===== src/rtl/pdm_pkg.sv =====
// Shared types and constants for the path delay meter.
package pdm_pkg;

  typedef enum logic [2:0] {
    IDLE,
    PREP,
    LAUNCH,
    MEASURE,
    DONE,
    ABORT
  } pdmState_t;

  localparam int SYNC_STAGES = 2;

endpackage


===== src/rtl/pdm_sync.sv =====
// Multi-flop async-reset synchroniser for a single asynchronous level.
module pdm_sync
  import pdm_pkg::*;
#(
  parameter int STAGES = SYNC_STAGES
) (
  input  logic clk,
  input  logic rst_n,
  input  logic asyncIn,
  output logic syncOut
);

  logic [STAGES-1:0] syncReg;

  always_ff @(posedge clk or negedge rst_n) begin
    if (!rst_n) syncReg <= '0;
    else        syncReg <= {syncReg[STAGES-2:0], asyncIn};
  end

  assign syncOut = syncReg[STAGES-1];

endmodule


===== src/rtl/path_delay_meter.sv =====
// Launch/capture controller: drives one edge into a delay chain and counts cycles until
// the synchronised chain output follows. Define PDM_ACCUM_EN for multi-run accumulation.
module path_delay_meter
  import pdm_pkg::*;
#(
  parameter int CNT_W     = 16,
  parameter int TIMEOUT   = 4095,
  parameter int SETTLE    = 8,
  parameter bit CHAIN_INV = 1'b0,
  parameter int RUNS_LOG2 = 3
) (
  input  logic                       clk,
  input  logic                       rst_n,
  input  logic                       start,
  input  logic                       edge_sel,
  output logic                       path_input,
  input  logic                       path_result,
  output logic                       busy,
  output logic                       done,
  output logic                       timed_out,
  output logic [CNT_W-1:0]           delay_cnt,
  output logic [CNT_W+RUNS_LOG2-1:0] acc_sum
);

  if (TIMEOUT >= (64'(1) << CNT_W) || SETTLE < 1) begin : gBadParams
    $error("path_delay_meter: TIMEOUT must be below 2**CNT_W and SETTLE at least 1");
  end

  localparam logic [CNT_W-1:0] SETTLE_LAST = CNT_W'(SETTLE - 1);
  localparam logic [CNT_W-1:0] TIMEOUT_CNT = CNT_W'(TIMEOUT);

  pdmState_t        state, stateNext;
  logic [CNT_W-1:0] cnt;
  logic             pathInReg;
  logic             timedOutReg;
  logic [CNT_W-1:0] delayCntReg;
  logic             resS;
  logic             resMatch;
  logic             lastRun;

  pdm_sync #(.STAGES(SYNC_STAGES)) uResSync (
    .clk    (clk),
    .rst_n  (rst_n),
    .asyncIn(path_result),
    .syncOut(resS)
  );

  assign resMatch = (resS == (pathInReg ^ CHAIN_INV));

`ifdef PDM_ACCUM_EN
  logic [RUNS_LOG2-1:0]       runIdx;
  logic [CNT_W+RUNS_LOG2-1:0] accReg;
  assign lastRun = (runIdx == '1);
  assign acc_sum = accReg;
`else
  assign lastRun = 1'b1;
  assign acc_sum = '0;
`endif

  always_ff @(posedge clk or negedge rst_n) begin
    if (!rst_n) state <= IDLE;
    else        state <= stateNext;
  end

  always_comb begin
    stateNext = state;
    case (state)
      IDLE:    if (start) stateNext = PREP;
      PREP: begin
        if (cnt >= SETTLE_LAST && resMatch) stateNext = LAUNCH;
        else if (cnt == TIMEOUT_CNT)        stateNext = ABORT;
      end
      LAUNCH:  stateNext = MEASURE;
      MEASURE: begin
        // Later accumulation runs reuse the settled final level as their baseline.
        if (resMatch)                stateNext = lastRun ? DONE : PREP;
        else if (cnt == TIMEOUT_CNT) stateNext = ABORT;
      end
      DONE:    stateNext = IDLE;
      ABORT:   stateNext = IDLE;
      default: stateNext = IDLE;
    endcase
  end

  always_ff @(posedge clk or negedge rst_n) begin
    if (!rst_n) begin
      cnt         <= '0;
      pathInReg   <= 1'b0;
      timedOutReg <= 1'b0;
      delayCntReg <= '0;
`ifdef PDM_ACCUM_EN
      runIdx      <= '0;
      accReg      <= '0;
`endif
    end else begin
      case (state)
        IDLE: if (start) begin
          pathInReg   <= edge_sel;
          timedOutReg <= 1'b0;
          cnt         <= '0;
`ifdef PDM_ACCUM_EN
          runIdx      <= '0;
          accReg      <= '0;
`endif
        end
        PREP:   if (stateNext == PREP) cnt <= cnt + 1'b1;
        LAUNCH: begin
          pathInReg <= ~pathInReg;
          cnt       <= '0;
        end
        MEASURE: begin
          if (resMatch) begin
            delayCntReg <= cnt;
            cnt         <= '0;
`ifdef PDM_ACCUM_EN
            runIdx      <= runIdx + 1'b1;
            accReg      <= accReg + {{RUNS_LOG2{1'b0}}, cnt};
`endif
          end else if (stateNext == MEASURE) begin
            cnt <= cnt + 1'b1;
          end
        end
        default: ;
      endcase
      // Result is loaded on entry to ABORT so it is valid alongside the done pulse.
      if (stateNext == ABORT && state != ABORT) begin
        timedOutReg <= 1'b1;
        delayCntReg <= TIMEOUT_CNT;
      end
    end
  end

  assign path_input = pathInReg;
  assign busy       = (state == PREP) || (state == LAUNCH) || (state == MEASURE);
  assign done       = (state == DONE) || (state == ABORT);
  assign timed_out  = timedOutReg;
  assign delay_cnt  = delayCntReg;

endmodule


===== config.mk =====
export PLATFORM = sky130hd
export DESIGN_NAME = path_delay_meter
export DESIGN_NICKNAME = d
export VERILOG_FILES = /design/src/rtl/pdm_pkg.sv /design/src/rtl/pdm_sync.sv /design/src/rtl/path_delay_meter.sv
export SDC_FILE = /design/constraint.sdc
export NUM_CORES = 1
export LEC_CHECK = 0
export ABC_AREA = 1
export CORE_MARGIN = 3
export CORE_UTILIZATION = 47
export DETAILED_ROUTE_END_ITERATION = 8
export PLACE_DENSITY_LB_ADDON = 0.1
export SYNTH_ARGS = -nofsm -noshare
export SYNTH_HDL_FRONTEND = slang
export SYNTH_HIERARCHICAL = 1
export SYNTH_SLANG_ARGS = --single-unit

===== constraint.sdc =====
create_clock -name clk -period 1.86 [get_ports clk]
set_clock_uncertainty 0.05 [all_clocks]
set_input_delay 0.186 -clock clk [delete_from_list [all_inputs] [get_ports clk]]
set_output_delay 0.186 -clock clk [all_outputs]
set_load 0.01 [all_outputs]

==> metrics <==
# fillers=342; worst r2r src=cnt[9]; Worst EP required=2.04 ns; Critical Path, Cell by Cell=buf_4 > nor2_1 > nand2_1 > nor2_2 > nand2_2 > nand2_1 > nand2_1 > nand3_2 > nand3_4 > nand2_8 > buf_6 > nand3_2 > nand2_2; Setup CP Type=reg2reg; Die Wd=76.2 µm; Worst Hold Margin=0.281 ns; Register-to-Register Path Depth=13; final setup violation count=11; site row count=24; nets=396; vias in the first global route=1950; gr ovfl total=0; post-synthesis sequential area ratio=42.1%; area occupied by multi-input gates=1330 µm²; Power Internal=0.00217 W; DRC=0; Top FF cell, synth=dfrtp_1; number of port buffers=24; XOR/XNOR share of the synthesized area=2.22%; Slew Limit Headroom=59.7%; DRT Pass-1 Iters=6; pwr/cell area=1190 nW/µm²; die area=5810 µm²; fmax=530 MHz; number of buffers created by CTS=5; GRT Util Overall=20.5%; largest net degree at the start of global routing=40; fin crit period=1.89 ns; Clock Pin Slew Worst Setup and Hold Paths=0.07 ns; combinational share of power=59.6%; diode count=0; layout cells sized above 1=29.8%; Most Frequent Cell on Critical Path=nand2_1; maximum VDD drop=0.000787 V; Max Cap Viol=0; combinational family with the most area after synthesis=simple AND/OR/NAND/NOR gates; clk sinks=39; switching power=0.00175 W; Yosys top cell by area=dfrtp_1; mux share of post-synthesis cell area=0.486%; largest cells by area after synthesis=dfrtp_1 (42%), nand2_1 (15%), buf_4 (6.5%); placed insts=434; Overall Power=0.00392 W; CTS Buffer Depth=2; Hold Fails Final Rpt=0; Compound-Gate Fraction of Synth Area=8.59%; critical path peak fanout=6; worst setup path startpoint=cnt[9]; ys async rst share=100%; Clock Power Share=13.3%; worst min path class=in2reg; die height=76.2 µm; # IOs=44; Leak=1.60 nW; Post-Syn Area=2320 µm²; core box area=4560 µm²; Yosys cell types=33; Final Max Tran Viols=0; drt wl/cell=14.7 µm; CP startpoint kind=flop; Detail Placement HPWL=4490 µm; average vias per placed instance=5.29; cells after synthesis=306; root buf cell=clkbuf_8; sw frac=44.7%; Final Cycle Share=101%; min-delay src=path_result; Final Non-Filler Cells=454; #FFs+latches synth=39; most used standard cell by instance count after synthesis=nand2_1; crit path DAT=2.07 ns; Commonest cells post-synth=nand2_1 (92), dfrtp_1 (39), nor2_1 (31); CP max stage cell=dfrtp_1; Simple-Gate Fraction of Synth Area=33.5%; WHS Path Cells=1; critical path endpoint category=flop; Clock Latency Late Sink=0.29 ns; yosys warns=6; CP max stage delay=0.41 ns; CTS tree=yes; Syn-to-layout area delta=42.2%; EDFF count, synth=0; DRT iter0 DRCs=149; worst setup margin=-0.0277 ns; H-tree depth=2; Vias=2400; Setup WS pre-CTS=0.0255 ns; initial antenna violation count=0; share of the synthesized area in the top cell type=42.1%; post-synthesis average cell area=7.57 µm²; Synth Area in Adders=0.540%; status=complete, but fails checks; failing checks=negative setup slack; Routed WL=6660 µm; global-route wire length before repair=9430 µm; initial core utilization=50.7%; RSZ-0062 raised after global routing=yes; Antenna Nets Post-Route=0; Reg area=976 µm²; Slew @ Worst Pin=0.589 ns; routability-driven placement congestion ratio=0.986; Reg power frac=27.0%
[cells in the final DEF, fill, tap and decap left out, types with 2 or more instances in the layout]
cell type	count
nand2_2	8
a211oi_1	6
nand2_8	3
buf_4	52
a21oi_1	2
conb_1	19
nor3_2	2
o21ai_0	14
nor2_2	5
buf_6	6
inv_1	21
clkinvlp_4	2
nor2_1	27
clkdlybuf4s50_1	23
nor3_1	3
xor2_1	3
nand4_1	8
nand3_4	2
o21ai_1	3
nand3_2	16
clkbuf_8	5
inv_2	3
nand3_1	13
nor2_4	3
dfrtp_1	39
nand2_1	83
nand2_4	2
[what timing repair did]
item | CTS | global route
hold buffers | 1 | 0
buffers inserted | 0 | 10
gates resized for setup | 0 | 55
setup endpoints to repair | 0 | 33
endpoints found under the hold margin | 39 | 0
[power groups by stage]
| stage | Clock (W) | Sequential [W] | Combinational, W |
|---|---|---|---|
| final | 0.000523 | 0.00106 | 0.00234 |
| after global routing | 0.000573 | 0.00108 | 0.00249 |
| after CTS | 0.000530 | 0.00105 | 0.00167 |
| after detailed placement | 0 | 0.00106 | 0.00166 |
| after global placement | 0 | 0.00106 | 0.00165 |
| after floorplan | 0 | 0.00108 | 0.00104 |
[worst max-delay path: cells and delay by family (launching register included)]
| family | cells | cell delay, ns |
|---|---|---|
| and+or+nand+nor | 11 | 1.05 |
| DFF | 1 | 0.41 |
| buffers and inverters | 2 | 0.30 |
[per-stage QoR]
stage          area, µm²  util [%]  setup TNS [ns]
5_1_grt             3290      72.2           -1.58
3_3_place_gp        2880      63.1               0
2_1_floorplan       2390         -               0
4_1_cts             2960      64.9               0
6_report            3290      72.2          -0.127
3_5_place_dp        2880      63.1               0
[kinds of logic (layout without fill, tap and decap cells)]
group | count (synthesis) | after routing
adder cells (fa/ha/maj) | 1 | 1
flip-flops | 39 | 39
AND/OR/NAND/NOR | 174 | 175
buffers and inverters | 53 | 117
other | 1 | 19
AO/OA/AOI/OAI | 32 | 32
XOR/XNOR | 5 | 5
multiplexers | 1 | 1
[cell type report]
class                   count  area share, %
clock buffers               6           2.20
inverters                  25           3.00
multi-input cells         233           40.3
flip-flops and latches     39           29.6
well taps                  65           2.47
repair buffers             84           22.0
repair inverters            2          0.456
[registers in the layout, summed over array words and instances, names as in the netlist]
register and flops:
cnt 16, delay_cnt 16, path_input 1, state 3, timed_out 1, uResSync/syncReg 2
[final timing paths]
kind	to	slack, ns
max	cnt[4]	-0.03
min	uResSync/syncReg[0]	0.28
max reg2reg	cnt[4]	-0.03
min reg2reg	uResSync/syncReg[1]	0.30
max in group asynchronous	uResSync/syncReg[0]	0.98
min in group asynchronous	timed_out	0.43
[layer usage]
metal / share of wire (%) / wire length (µm) / GRT usage (%)
met2: 48 / 3190 / 31.4
met1: 43 / 2870 / 29.3
met5: 0 / 0 / 0
met4: 1.9 / 128 / 6.52
met3: 7.0 / 463 / 3.90
Power figures use the tool's default switching activity.
